`config.mk`:
```
export PLATFORM = sky130hd
export DESIGN_NAME = oam_dma_ctrl
export DESIGN_NICKNAME = d
export VERILOG_FILES = /design/src/rtl/ppu_pkg.sv /design/src/rtl/oam_dma_ctrl.sv
export SDC_FILE = /design/constraint.sdc
export NUM_CORES = 1
export LEC_CHECK = 0
export ABC_AREA = 1
export BUFFER_PORTS_ARGS = -buffer_cell sky130_fd_sc_hd__buf_4
export CELL_PAD_IN_SITES_DETAIL_PLACEMENT = 0
export CELL_PAD_IN_SITES_GLOBAL_PLACEMENT = 1
export CORE_MARGIN = 5
export CORE_UTILIZATION = 30
export DETAILED_ROUTE_END_ITERATION = 16
export HOLD_SLACK_MARGIN = 0.15
export PLACE_DENSITY_LB_ADDON = 0.1
export SLEW_MARGIN = 20
export SYNTH_ARGS = -nofsm -noshare
export SYNTH_HDL_FRONTEND = slang
export SYNTH_SLANG_ARGS = --single-unit
```
`constraint.sdc`:
```
create_clock -name clk -period 1.9 [get_ports clk]
set_clock_uncertainty 0.15 [all_clocks]
set_input_delay 0.38 -clock clk [delete_from_list [all_inputs] [get_ports clk]]
set_output_delay 0.38 -clock clk [all_outputs]
set_load 0.005 [all_outputs]
```
`src/rtl/ppu_pkg.sv`:
```
// Shared PPU-side definitions: OAM DMA state encoding, default trigger address
// and transfer length, plus the trigger decode helper.
package ppu_pkg;

    localparam logic [15:0] DMA_REG_ADDR_DEFAULT = 16'h4014;
    localparam int          XFER_LEN_DEFAULT     = 256;

    typedef enum logic [2:0] {
        ST_IDLE  = 3'd0,
        ST_HALT  = 3'd1,
        ST_ALIGN = 3'd2,
        ST_READ  = 3'd3,
        ST_WRITE = 3'd4,
        ST_DONE  = 3'd5
    } dma_state_t;

    function automatic logic is_dma_trigger(input logic        we,
                                            input logic [15:0] addr,
                                            input logic [15:0] reg_addr);
        return we && (addr == reg_addr);
    endfunction

endpackage

```
`src/rtl/oam_dma_ctrl.sv`:
```
// OAM DMA controller: a CPU write to DMA_REG_ADDR halts the CPU and copies
// XFER_LEN bytes from page {cpu_data_in, 00} into OAM starting at OAMADDR.
module oam_dma_ctrl
    import ppu_pkg::*;
#(
    parameter logic [15:0] DMA_REG_ADDR = DMA_REG_ADDR_DEFAULT,
    parameter int          XFER_LEN     = XFER_LEN_DEFAULT
) (
    input  logic        clk,
    input  logic        reset,
    input  logic [15:0] cpu_addr_in,
    input  logic [7:0]  cpu_data_in,
    input  logic        WE,
    input  logic [7:0]  oam_addr_start,
    input  logic [7:0]  mem_data_in,
    output logic        cpu_halt,
    output logic        dma_rd,
    output logic [15:0] dma_addr_out,
    output logic        oam_we,
    output logic [7:0]  oam_addr_out,
    output logic [7:0]  oam_data_out,
    output logic        busy,
    output logic        done,
    output dma_state_t  dbg_state
);

    localparam logic [7:0] LAST_IDX = 8'(XFER_LEN - 1);

    dma_state_t r_state;
    logic [7:0] r_idx;
    logic [7:0] r_page;
    logic [7:0] r_oam_base;
    logic       r_parity;

    logic w_trigger;
    logic w_in_read;
    logic w_in_write;

    assign w_trigger = is_dma_trigger(WE, cpu_addr_in, DMA_REG_ADDR);

    // r_parity models the CPU get/put cycle phase; an odd phase at HALT
    // costs one extra ALIGN cycle before the first read.
    always_ff @(posedge clk or posedge reset) begin
        if (reset) begin
            r_state    <= ST_IDLE;
            r_idx      <= 8'h00;
            r_page     <= 8'h00;
            r_oam_base <= 8'h00;
            r_parity   <= 1'b0;
        end else begin
            r_parity <= ~r_parity;
            case (r_state)
                ST_IDLE: begin
                    if (w_trigger) begin
                        r_page     <= cpu_data_in;
                        r_oam_base <= oam_addr_start;
                        r_idx      <= 8'h00;
                        r_state    <= ST_HALT;
                    end
                end
                ST_HALT:  r_state <= r_parity ? ST_ALIGN : ST_READ;
                ST_ALIGN: r_state <= ST_READ;
                ST_READ:  r_state <= ST_WRITE;
                ST_WRITE: begin
                    if (r_idx == LAST_IDX) begin
                        r_state <= ST_DONE;
                    end else begin
                        r_idx   <= r_idx + 8'd1;
                        r_state <= ST_READ;
                    end
                end
                ST_DONE:  r_state <= ST_IDLE;
                default:  r_state <= ST_IDLE;
            endcase
        end
    end

    assign w_in_read  = (r_state == ST_READ);
    assign w_in_write = (r_state == ST_WRITE);

    // Outputs decode registered state only, so reset clears them immediately.
    assign cpu_halt     = (r_state != ST_IDLE);
    assign busy         = (r_state != ST_IDLE);
    assign done         = (r_state == ST_DONE);
    assign dma_rd       = w_in_read;
    assign dma_addr_out = w_in_read ? {r_page, r_idx} : 16'h0000;
    assign oam_we       = w_in_write;
    assign oam_addr_out = w_in_write ? (r_oam_base + r_idx) : 8'h00;
    assign oam_data_out = w_in_write ? mem_data_in : 8'h00;
    assign dbg_state    = r_state;

endmodule

```
# After elaboration in Yosys (flattened, before gate mapping)
# Cells that the tools add are included.
[op_classes]
n_bitwise = 1
mux = 10
addsub = 2
n_reduce_logical = 6
eq_ne = 9
[ops]
columns = ["op", "count"]
rows = [
  ["two-way mux 8 bit", 4],
  ["== test 16 x 15 -> 1 bit (second input constant)", 1],
  ["two-way mux 16 bit", 1],
  ["one-hot mux 8 bit (2 select lines)", 1],
  ["one-hot mux 3 bit (5 select lines)", 1],
  ["adder 8 x 1 -> 8 bit (second input constant)", 1],
  ["adder 8 bit", 1],
  ["== test 8 bit (second input constant)", 1],
  ["== test 3 x 2 -> 1 bit (second input constant)", 2],
  ["== test 3 bit (second input constant)", 2],
  ["two-way mux 3 bit", 2],
  ["!= test 2 bit (second input constant)", 2],
  ["== test 3 x 1 -> 1 bit (second input constant)", 1],
  ["zero test 3 bit", 1],
  ["AND reduction 3 bit", 1],
  ["nonzero test 3 bit", 1],
  ["AND reduction 2 bit", 1],
  ["nonzero test 2 bit", 1],
  ["logical AND 1 bit", 1],
  ["two-way mux 1 bit", 1],
  ["inverter 1 bit", 1],
]
[totals]
elab_cells = 33
in_bits = 43
regBits = 28
out_inout_bits = 40

# Longest topological paths before layout
# Gate-level depths: netlist of run 1.
[depth]
depth_word = 4
mapped_depth = 8
mapped_depth_nobuf = 8

# Least setup slack after synthesis of run 1
# Ideal clock, no wire load.
[synth_timing]
path_kind = "reg-to-output"
startpoint = "register r_idx[0]"
endpoint = "output port oam_addr_out[6]"
slack_ns = -0.075
arrival_time_ns = 1.445
path_buffers = 0
stages_incl_launch_ff = 8
t_required_ns = 1.370
cell_sequence = "dfrtp_1 ha_1 fa_1 nand3_1 nand2_1 nand3_1 a21oi_1 nor2_1"
[synth_between]
elab_chain_len = 2
[synth_lines]
columns = ["element", "line", "source"]
rows = [
  ["from (decl)", "oam_dma_ctrl.sv:30", "logic [7:0] r_idx;"],
  ["from (signal assigned)", "oam_dma_ctrl.sv:68", "r_idx <= r_idx + 8'd1;"],
  ["adder 8 bit", "oam_dma_ctrl.sv:88", "assign oam_addr_out = w_in_write ? (r_oam_base + r_idx) : 8'h00;"],
  ["two-way mux 8 bit", "oam_dma_ctrl.sv:88", ""],
  ["to (decl)", "oam_dma_ctrl.sv:20", "output logic [7:0] oam_addr_out,"],
]
# Every way passes these cells.

# Worst setup path in the final report of run 1
[layout_timing]
startpoint = "register r_oam_base[0]"
endpoint = "output port oam_addr_out[2]"
[layout_between]
elab_chain_len = 2
[layout_lines]
columns = ["element", "line", "source"]
rows = [
  ["from (decl)", "oam_dma_ctrl.sv:32", "logic [7:0] r_oam_base;"],
  ["from (signal assigned)", "oam_dma_ctrl.sv:56", "r_oam_base <= oam_addr_start;"],
  ["adder 8 bit", "oam_dma_ctrl.sv:88", ""],
  ["two-way mux 8 bit", "oam_dma_ctrl.sv:88", ""],
]
# Every way passes these cells.

==> impl_metrics.yaml, run 1 <==
power_and_ir_drop:
  p_leak_nw: 1.78
  power_mw: 1.08
  power_density_mw_per_mm2: 319
  max-vdd-ir-drop_mv: 0.242
synthesis:
  ys_seq_area_share_pct: 35.0
  syn_nets: 341
  ys_types: 27
  synth_top_area_share_pct: 35.0
  syn_inst: 289
  synth_area_mm2: 0.00200
  ys_top_cells_by_area: "dfrtp_1 (35%), nor2_1 (11%), nand2_1 (10%)"
  yosysTopAreaCell: "dfrtp_1"
  synth-seq-cells: 28
  avgSynthCellArea_um2: 6.94
  yosys_warnings: 0
critical_path:
  end_kind: "output pin"
  cp-start-kind: "register"
  crit_top_cell: "buf_4"
  cpMaxStageDelayCell: "dfrtp_1"
  cp_max_fo: 2
  cp_num_buf_inv: 3
  required_ns: 1.37
  path_cells: "ha_2 -> fa_2 -> buf_4 -> buf_6 -> o21ai_1 -> a21oi_1 -> buf_4"
  crit_family: "adder cells"
  crit_type: "register to output pin"
  cp.arrival_ns: 1.76
  slowest_delay_ns: 0.40
place:
  gp_congestion: 0.816
  preCtsSetupSlack_ns: -0.124
  dp_cells: 460
  dp_hpwl_um: 4050
  numPortBuffers: 82
  dpl-instance-area_mm2: 0.00281
route:
  dr_total_vias: 2159
  routed_via_density: 4.40
  route.detailed.drc: 0
  ant_nets: 0
  wl_um: 5710
  dr.pass1.iters: 4
  drt-initial-drc-count: 143
  avgRoutedWirePerCell_um: 11.6
clocking:
  cts.clk_slew.worst_paths_ns: 0.10
  root_buffer: "clkbuf_8"
  cts_buffers: 3
  clock-sinks: 28
  cts_tree: "done"
  clock_path_buffers: 2
  cts_max_level: 1
  clk_latency_ns: 0.27
layout:
  fillCellCount: 651
  layoutNonFillerInstCount: 491
  drive_gt1_share_pct: 51.2
  diodes: 0
  area_delta_synth_final_pct: 68.3
  fin_nets: 467
  final_area_mm2: 0.00337
global_route:
  grt_max_degree: 41
  antenna_found_initial: 0
  grt_pass1_vias: 2012
  grtUsageTotal_pct: 13.2
  grt_pass1_wl_um: 9310
  grt_overflow: 0
die:
  io_pins: 83
  fp.dieH_um: 91.7
  die_x_um: 91.7
  core_mm2: 0.00642
  rows: 29
  die_area_mm2: 0.00842
  initial_utilization_pct: 31.2
timing:
  min_period_ns: 2.29
  fmax_mhz: 436
  worst_slew_pin_slew_ns: 0.375
  setup_viol: 23
  slew_violations: 0
  worst_slack_ns: -0.393
  fin_crit_sh_pct: 121
  rsz0062_at_grt: "true"
  relSlewSlack_pct: 75.0
  hold_viol: 0
job:
  cap_violations: 0
min_path:
  hold_class: "input port to register"
status:
  outcome: "finished with violations"
  violations: "setup timing"
[metrics by stage]
stage	TNS [ns]	util, %	hold WS [ns]
CTS	-2.60	47.7	0.193
floorplan	0	-	0.239
finish	-3.94	52.5	0.197
global route	-6.17	52.5	0.191
global placement	-0.172	43.8	0.252
detailed placement	-0.250	43.8	0.257
[synth_stat cells]
cell type / number
a21o_1: 1
a21oi_1: 12
and2_0: 1
buf_2: 1
buf_4: 1
buf_6: 5
clkbuf_1: 1
clkinv_1: 1
dfrtp_1: 28
fa_1: 1
ha_1: 8
inv_1: 52
inv_2: 2
nand2_1: 55
nand2_2: 1
nand3_1: 28
nand4_1: 1
nand4_4: 1
nor2_1: 58
nor2_2: 2
nor2_4: 1
nor3b_1: 1
o21ai_0: 8
o21ai_2: 16
or2_1: 1
or2_2: 1
xnor2_1: 1
[cells in the final DEF, fill, tap and decap left out]
cell type,instances
buf_4,117
inv_1,50
nand2_1,48
dfrtp_1,28
nor2_1,27
nor2_2,27
nand3_1,23
o21ai_2,16
a21oi_1,11
buf_6,8
nor2_4,7
o21ai_0,7
nand2_2,6
ha_4,6
nand3_2,5
inv_2,4
clkbuf_8,4
buf_12,3
nand2_4,2
or2_1,1
nand4_4,1
and2_0,1
inv_4,1
a21oi_2,1
o21ai_1,1
nor3b_2,1
a21o_1,1
xnor2_1,1
nand4_1,1
or2_2,1
fa_2,1
ha_1,1
ha_2,1
dlygate4sd3_1,1
[where the power goes]
group | leakage [nW] | switching, mW | total [mW] | internal [mW]
Combinational | 1.39 | 0.0427 | 0.108 | 0.0649
Clock | 0.0288 | 0.188 | 0.373 | 0.185
Sequential | 0.357 | 0 | 0.595 | 0.595
[worst paths after layout]
kind                              startpoint               to  slack [ns]  cells past startpoint
min in group asynchronous              reset         r_parity        0.59                      4
max reg2reg                         r_idx[1]         r_idx[5]        0.08                     11
max in group asynchronous              reset         r_idx[5]        0.73                      4
max                            r_oam_base[0]  oam_addr_out[2]       -0.39                      7
min reg2reg                         r_parity         r_parity        0.27                      1
min                        oam_addr_start[0]    r_oam_base[0]        0.20                      3
[metal layers]
layer	share of wire, %	global-route usage (%)	routed length (µm)
met5	0	0	0
met1	44	17.0	2500
met2	49	22.3	2820
met4	1.7	3.96	97
met3	5.0	2.54	285
[final cells by class]
class / instances / area (µm²) / area share (%)
Inverter: 55 / 209 / 6.19
Multi-Input combinational cell: 198 / 1270 / 37.8
Clock buffer: 4 / 55.1 / 1.63
Sequential cell: 28 / 701 / 20.8
Tap cell: 77 / 96.3 / 2.86
Timing Repair Buffer: 129 / 1040 / 30.8
[logic make-up after synthesis]
group / after synthesis / synth area share [%]
AND/OR/NAND/NOR: 151 / 32.3
XOR/XNOR: 1 / 0.437
flip-flops: 28 / 35.0
AO/OA/AOI/OAI: 37 / 12.4
buffers and inverters: 63 / 13.9
adder cells (fa/ha/maj): 9 / 5.99
[worst reg2reg max path, stage by stage (launching register included)]
cell and delay, ns:
dfrtp_1 0.45, buf_6 0.12, buf_4 0.13, ha_4 0.14, nand2_2 0.08, nor2_4 0.13
nand2_2 0.09, nor2_2 0.08, nor2_1 0.04, buf_4 0.14, nand3_1 0.10, nand2_1 0.06
[sequential cells by signal (all words and copies together), names as in the netlist]
signal and cells:
dbg_state 3, r_page 8, r_idx 8, r_oam_base 8, r_parity 1
[repair_timing]
item,in CTS,in global routing
gates cloned,0,0
gates resized for setup,24,55
endpoints found under the hold margin,28,0
pin swaps,13,12
endpoints found under the setup margin,32,41
buffers inserted,10,16
hold buffers,1,0
Note: power is estimated with default switching activity, not from simulation.
==> run 2, diff against run 1 <==
--- a/config.mk
+++ b/config.mk
@@ -5,12 +5,11 @@
 export SDC_FILE = /design/constraint.sdc
 export NUM_CORES = 1
 export LEC_CHECK = 0
-export ABC_AREA = 1
 export BUFFER_PORTS_ARGS = -buffer_cell sky130_fd_sc_hd__buf_4
 export CELL_PAD_IN_SITES_DETAIL_PLACEMENT = 0
 export CELL_PAD_IN_SITES_GLOBAL_PLACEMENT = 1
 export CORE_MARGIN = 5
-export CORE_UTILIZATION = 30
+export CORE_UTILIZATION = 31
 export DETAILED_ROUTE_END_ITERATION = 16
 export HOLD_SLACK_MARGIN = 0.15
 export PLACE_DENSITY_LB_ADDON = 0.1
==> run 2 against run 1 <==
  * The flow still finishes with violations (setup timing)
  * Count of clock-buffer cells in the layout is 1 lower
  * Utilization up 0.17 points
  * Via count down 15%
  * First-iteration DRC count is 66% lower
  * Routed wire length is 7.5% lower
  * Power grew to 2.9 times the previous value
  * Sequential cell count unchanged
  * Synthesized cell count decreased by 33%
  * Design area decreased by 8.6%
  * Register-to-register slack got worse by 0.05 ns
  * Sequential share of layout area rose by 2.1 points
  * Critical path type unchanged
  * Largest power group is now combinational logic
==> impl_metrics.yaml, run 2 <==
place:
  dp_hpwl_um: 4100
  gp_congestion: 0.708
  dpl-instance-area_mm2: 0.00288
  preCtsSetupSlack_ns: -0.188
  numPortBuffers: 82
  dp_cells: 377
timing:
  fin_crit_sh_pct: 125
  fmax_mhz: 423
  rsz0062_at_grt: "true"
  slew_violations: 0
  hold_viol: 0
  min_period_ns: 2.37
  relSlewSlack_pct: 75.7
  tns_ns: -5.37
  worst_slew_pin_slew_ns: 0.364
  setup_viol: 18
  worst_slack_ns: -0.467
layout:
  top_regs: "r_idx x8, r_oam_base x8, r_page x8"
  multi_input_area_mm2: 0.00124
  layoutNonFillerInstCount: 384
  fillCellCount: 556
  final_cell_mix: "buf_4 (108), dfrtp_1 (25), and2_1 (23), nand2_1 (17), mux2_2 (17)"
  seqCellArea_um2: 704
  final_common_cell: "buf_4"
  diodes: 0
  final_area_mm2: 0.00308
  area_delta_synth_final_pct: 67.3
  drive_gt1_share_pct: 56.3
  fin_nets: 362
synthesis:
  yosys_warnings: 0
  synth_area_mm2: 0.00184
  ys_top_cells_by_area: "dfrtp_1 (38%), mux2_2 (10%), and2_1 (9.5%)"
  synthFlopType: "dfrtp_1"
  async_reset_ff_share_pct: 100
  avgSynthCellArea_um2: 9.55
  syn_nets: 245
  ys_types: 46
  yosysTopAreaCell: "dfrtp_1"
  synth_top_area_share_pct: 38.0
  synthTopCellsByCount: "and2_1 (28), dfrtp_1 (28), nand2_1 (18)"
  synth_edf_count: 0
  syn_inst: 193
  synth-seq-cells: 28
  ys_seq_area_share_pct: 38.0
die:
  fp.dieH_um: 87.1
  initial_utilization_pct: 31.5
  rows: 28
  core_mm2: 0.00585
  io_pins: 83
  die_area_mm2: 0.00759
  die_x_um: 87.1
power_and_ir_drop:
  power_density_mw_per_mm2: 1010
  power_mw: 3.11
  max-vdd-ir-drop_mv: 0.443
  p_leak_nw: 1.53
global_route:
  grtUsageTotal_pct: 13.7
  antenna_found_initial: 0
  grt_overflow: 0
  grt_pass1_wl_um: 8440
  grt_pass1_vias: 1891
  grt_max_degree: 29
clocking:
  root_buffer: "clkbuf_8"
  clock_path_buffers: 2
  cts_max_level: 1
  cts_tree: "done"
  clock-sinks: 28
  clk_latency_ns: 0.27
  cts.clk_slew.worst_paths_ns: 0.10
  cts_buffers: 3
critical_path:
  cp-start-kind: "register"
  required_ns: 1.37
  end_kind: "output pin"
  crit_type: "register to output pin"
  r2r_setup_slack_ns: 0.03
  cp_max_fo: 3
  cp.arrival_ns: 1.84
route:
  ant_nets: 0
  dr.pass1.iters: 4
  avgRoutedWirePerCell_um: 13.8
  route.detailed.drc: 0
  wl_um: 5280
  drt-initial-drc-count: 48
  dr_total_vias: 1828
  routed_via_density: 4.76
status:
  violations: "setup timing"
  outcome: "finished with violations"
job:
  cap_violations: 0
min_path:
  hold_class: "input port to register"
run 2: cell count changes in the layout (fill, tap and decap cells not counted), moves of 9 or more:
cell / delta
inv_1: -45
nor2_1: -19
and2_1: +23
nand3_1: -17
nor2_2: -27
o21ai_2: -15
mux2_2: +17
nand2_1: -31
buf_4: -9
run 2: through the flow:
stage               hold slack (ns)  util [%]
global placement              0.253      49.2
finish                        0.179      52.7
CTS                           0.173      50.9
global route                  0.172      52.7
floorplan                     0.237         -
detailed placement            0.257      49.2
run 2: path summary, 6_finish.rpt:
kind                                     start              end  depth (start not counted)
worst max-delay path             r_oam_base[0]  oam_addr_out[6]                          7
worst min-delay path            cpu_data_in[1]        r_page[1]                          2
worst max register to register    dbg_state[0]    r_oam_base[2]                          5
worst min register to register        r_parity         r_parity                          1
max in group asynchronous                reset         r_idx[2]                          4
min in group asynchronous                reset        r_page[7]                          4
run 2: power breakdown:
part	internal (mW)	switching (mW)
Sequential	0.699	0.0874
Combinational	0.999	0.856
Clock	0.282	0.186
Total	1.98	1.13
run 2: critical path: stages, from the launching register on:
cell and delay, ns:
dfrtp_1 0.39, ha_2 0.20, fa_2 0.37, a21oi_4 0.17, o21ai_4 0.09, nand4b_1 0.10, o211ai_1 0.09, buf_4 0.15
run 2: timing repair:
item	in CTS	in global routing
hold endpoints to repair	28	0
hold buffers	1	0
cloned	0	1
setup buffers	1	0
gates resized for setup	3	22
setup endpoints to repair	34	58
pin swaps	2	8
run 2: final cells by class:
cell class,count,share of cell area (%)
clock inverter,1,0.974
clock buffer,3,1.34
multi-input combinational,152,40.1
sequential,28,22.8
timing repair buffer,119,30.8
tap,75,3.04
inverter,6,0.812
run 2: logic make-up (layout without fill, tap and decap cells):
group / Yosys count / in the layout / synth area share [%]
AOI/OAI and AO/OA: 35 / 36 / 11.9
xor gates and xnor gates: 4 / 4 / 1.90
adders and majority gates: 9 / 9 / 6.52
buffers and inverters: 14 / 129 / 4.14
DFF: 28 / 28 / 38.0
muxes: 17 / 17 / 10.4
and+or+nand+nor: 86 / 86 / 27.1
run 2: routing by layer:
| metal | GRT usage, % | up-vias | wire length, µm |
|---|---|---|---|
| met5 | 0 | - | 0 |
| met4 | 3.49 | 0 | 61 |
| met3 | 3.03 | 9 | 389 |
| met2 | 24.8 | 64 | 2680 |
| met1 | 16.3 | 839 | 2150 |
| li1 | - | 916 | - |
==> run 3, diff against run 2 <==
--- a/config.mk
+++ b/config.mk
@@ -6,13 +6,12 @@
 export NUM_CORES = 1
 export LEC_CHECK = 0
 export BUFFER_PORTS_ARGS = -buffer_cell sky130_fd_sc_hd__buf_4
-export CELL_PAD_IN_SITES_DETAIL_PLACEMENT = 0
-export CELL_PAD_IN_SITES_GLOBAL_PLACEMENT = 1
 export CORE_MARGIN = 5
-export CORE_UTILIZATION = 31
+export CORE_UTILIZATION = 43
 export DETAILED_ROUTE_END_ITERATION = 16
+export GPL_TIMING_DRIVEN = 0
 export HOLD_SLACK_MARGIN = 0.15
-export PLACE_DENSITY_LB_ADDON = 0.1
+export PLACE_DENSITY = 0.77
 export SLEW_MARGIN = 20
 export SYNTH_ARGS = -nofsm -noshare
 export SYNTH_HDL_FRONTEND = slang
==> run 3 against run 2 <==
  * Sequential share of layout area shrank 2.5 points
  * The flow still finishes with violations (setup timing)
  * Final cell count is 1.6% lower
  * Die area fell by 25%
  * Highest routed layer unchanged
  * Largest power group unchanged
  * First-iteration DRC count up 96%
  * Via count increased by 13%
==> impl_metrics.yaml, run 3 (synthesis gave the netlist of run 2 again) <==
die:
  fp.dieH_um: 75.5
  die_x_um: 75.5
  core_mm2: 0.00409
  die_area_mm2: 0.00570
  io_pins: 83
  rows: 23
  initial_utilization_pct: 45.1
timing:
  min_period_ns: 2.42
  fin_crit_sh_pct: 127
  worst_slew_pin_slew_ns: 0.607
  fmax_mhz: 413
  relSlewSlack_pct: 59.4
  hold_viol: 0
  rsz0062_at_grt: "true"
  tns_ns: -15.17
  whs_ns: 0.181
  slew_violations: 0
  worst_slack_ns: -0.519
  setup_viol: 61
critical_path:
  required_ns: 1.37
  cp_max_fo: 3
  r2r-end: "r_page[2]"
  end_kind: "output pin"
  rr_worst_depth: 7
  cp-start-kind: "register"
  r2r_setup_slack_ns: -0.29
  timing.rr.start: "dbg_state[0]"
  cp.arrival_ns: 1.89
  crit_path_end: "oam_addr_out[6]"
  crit_type: "register to output pin"
  crit_path_start: "r_idx[0]"
layout:
  final_common_cell: "buf_4"
  layoutNonFillerInstCount: 378
  top_regs: "r_idx x8, r_oam_base x8, r_page x8"
  diodes: 0
  area_delta_synth_final_pct: 90.0
  drive_gt1_share_pct: 69.2
  final_cell_mix: "buf_4 (97), buf_6 (34), dfrtp_1 (19), and2_4 (17), mux2_4 (16)"
  fin_nets: 381
power_and_ir_drop:
  clock_power_share_pct: 10.3
  p_leak_nw: 1.70
  p_switching_mw: 1.37
  p_int_mw: 2.27
  switching_share_pct: 37.7
  power_density_mw_per_mm2: 1040
  max-vdd-ir-drop_mv: 0.637
  power_mw: 3.65
  sequentialPowerShare_pct: 23.4
  comb_power_share_pct: 66.3
route:
  dr_wl_met2_um: 3810
  wl_met3_um: 459
  dr.pass1.iters: 4
  drt-initial-drc-count: 94
  route.detailed.drc: 0
  wl_um: 6940
  avgRoutedWirePerCell_um: 18.4
  highest_layer: "met4"
  routed_via_density: 5.45
  met1_length_um: 2610
  dr_total_vias: 2061
  ant_nets: 0
place:
  gp_congestion: 0.767
  dp_hpwl_um: 3750
  numPortBuffers: 82
  dp_cells: 325
  preCtsSetupSlack_ns: -0.299
clocking:
  cts_max_level: 1
  cts_buffers: 3
  clk_latency_ns: 0.28
  cts_tree: "done"
  clock_path_buffers: 2
  clock-sinks: 28
  cts.clk_slew.worst_paths_ns: 0.10
  root_buffer: "clkbuf_8"
status:
  violations: "setup timing"
  outcome: "finished with violations"
global_route:
  grt_pass1_vias: 2018
  grt_pass1_wl_um: 9760
  grt_overflow: 0
  grt_max_degree: 29
  grtUsageTotal_pct: 22.5
  antenna_found_initial: 0
min_path:
  hp-start: "oam_addr_start[2]"
  hold_class: "input port to register"
job:
  cap_violations: 0
## run 3: cell types whose count changed in the layout (fill, tap and decap cells not counted), moves of 4 or more
cell,before,now
and2_4,5,17
dfrtp_1,25,19
mux2_4,0,16
buf_4,108,97
buf_8,0,4
ha_4,3,7
buf_6,8,34
dfrtp_2,3,9
o21ai_2,1,6
mux2_2,17,1
and2_1,23,11
o21ai_0,10,5
## run 3: repair_timing
item                                    CTS  global route
endpoints found under the hold margin     0            28
endpoints found under the setup margin   52            62
gates resized for setup                  76            43
pin swaps                                27            15
setup buffers                            25            23
cloned                                    2             0
hold buffers                              0             1
## run 3: final cells by class
cell class              count  area, µm²
well taps                  50       62.6
multi-input cells         151       1410
clock buffers               4       55.1
inverters                   6       25.0
flip-flops and latches     28        712
repair buffers            132       1140
plain buffers               7       92.6
fillers                   222        584
## run 3: stage by stage
| step | util (%) | cell area, µm² |
|---|---|---|
| after global placement | 64.5 | 2630 |
| after detailed placement | 64.5 | 2630 |
| after CTS | 77.5 | 3170 |
| final | 85.7 | 3500 |
| after global routing | 85.7 | 3500 |
| after floorplan | - | 1960 |
## run 3: how the worst min path moves through the flow
stage,to,slack (ns),depth (start not counted)
CTS,r_oam_base[2],0.18,2
finish,r_oam_base[2],0.18,2
global route,r_page[4],0.16,2
global placement,r_parity,0.25,1
floorplan,r_parity,0.24,1
detailed placement,r_parity,0.26,1
## run 3: power groups by stage
stage               registers [mW]  logic (mW)  clock network (mW)
floorplan                    0.853       0.793                   0
global placement             0.906        1.27                   0
detailed placement           0.914        1.30                   0
CTS                          0.879        1.84               0.384
global route                 0.863        2.58               0.409
finish                       0.854        2.42               0.377
## run 3: per-layer routing
| layer | vias up | GRT usage, % |
|---|---|---|
| li1 | 953 | - |
| met1 | 1017 | 24.9 |
| met2 | 83 | 44.1 |
| met3 | 8 | 5.15 |
| met4 | 0 | 3.11 |
| met5 | - | 0 |
## run 3: worst max-delay path: stages, from the launching register on
cell and delay (ns):
dfrtp_2 0.45, ha_4 0.17, fa_2 0.37, a21oi_4 0.17, o21ai_2 0.11, nand4b_1 0.10, o211ai_1 0.09, buf_4 0.15
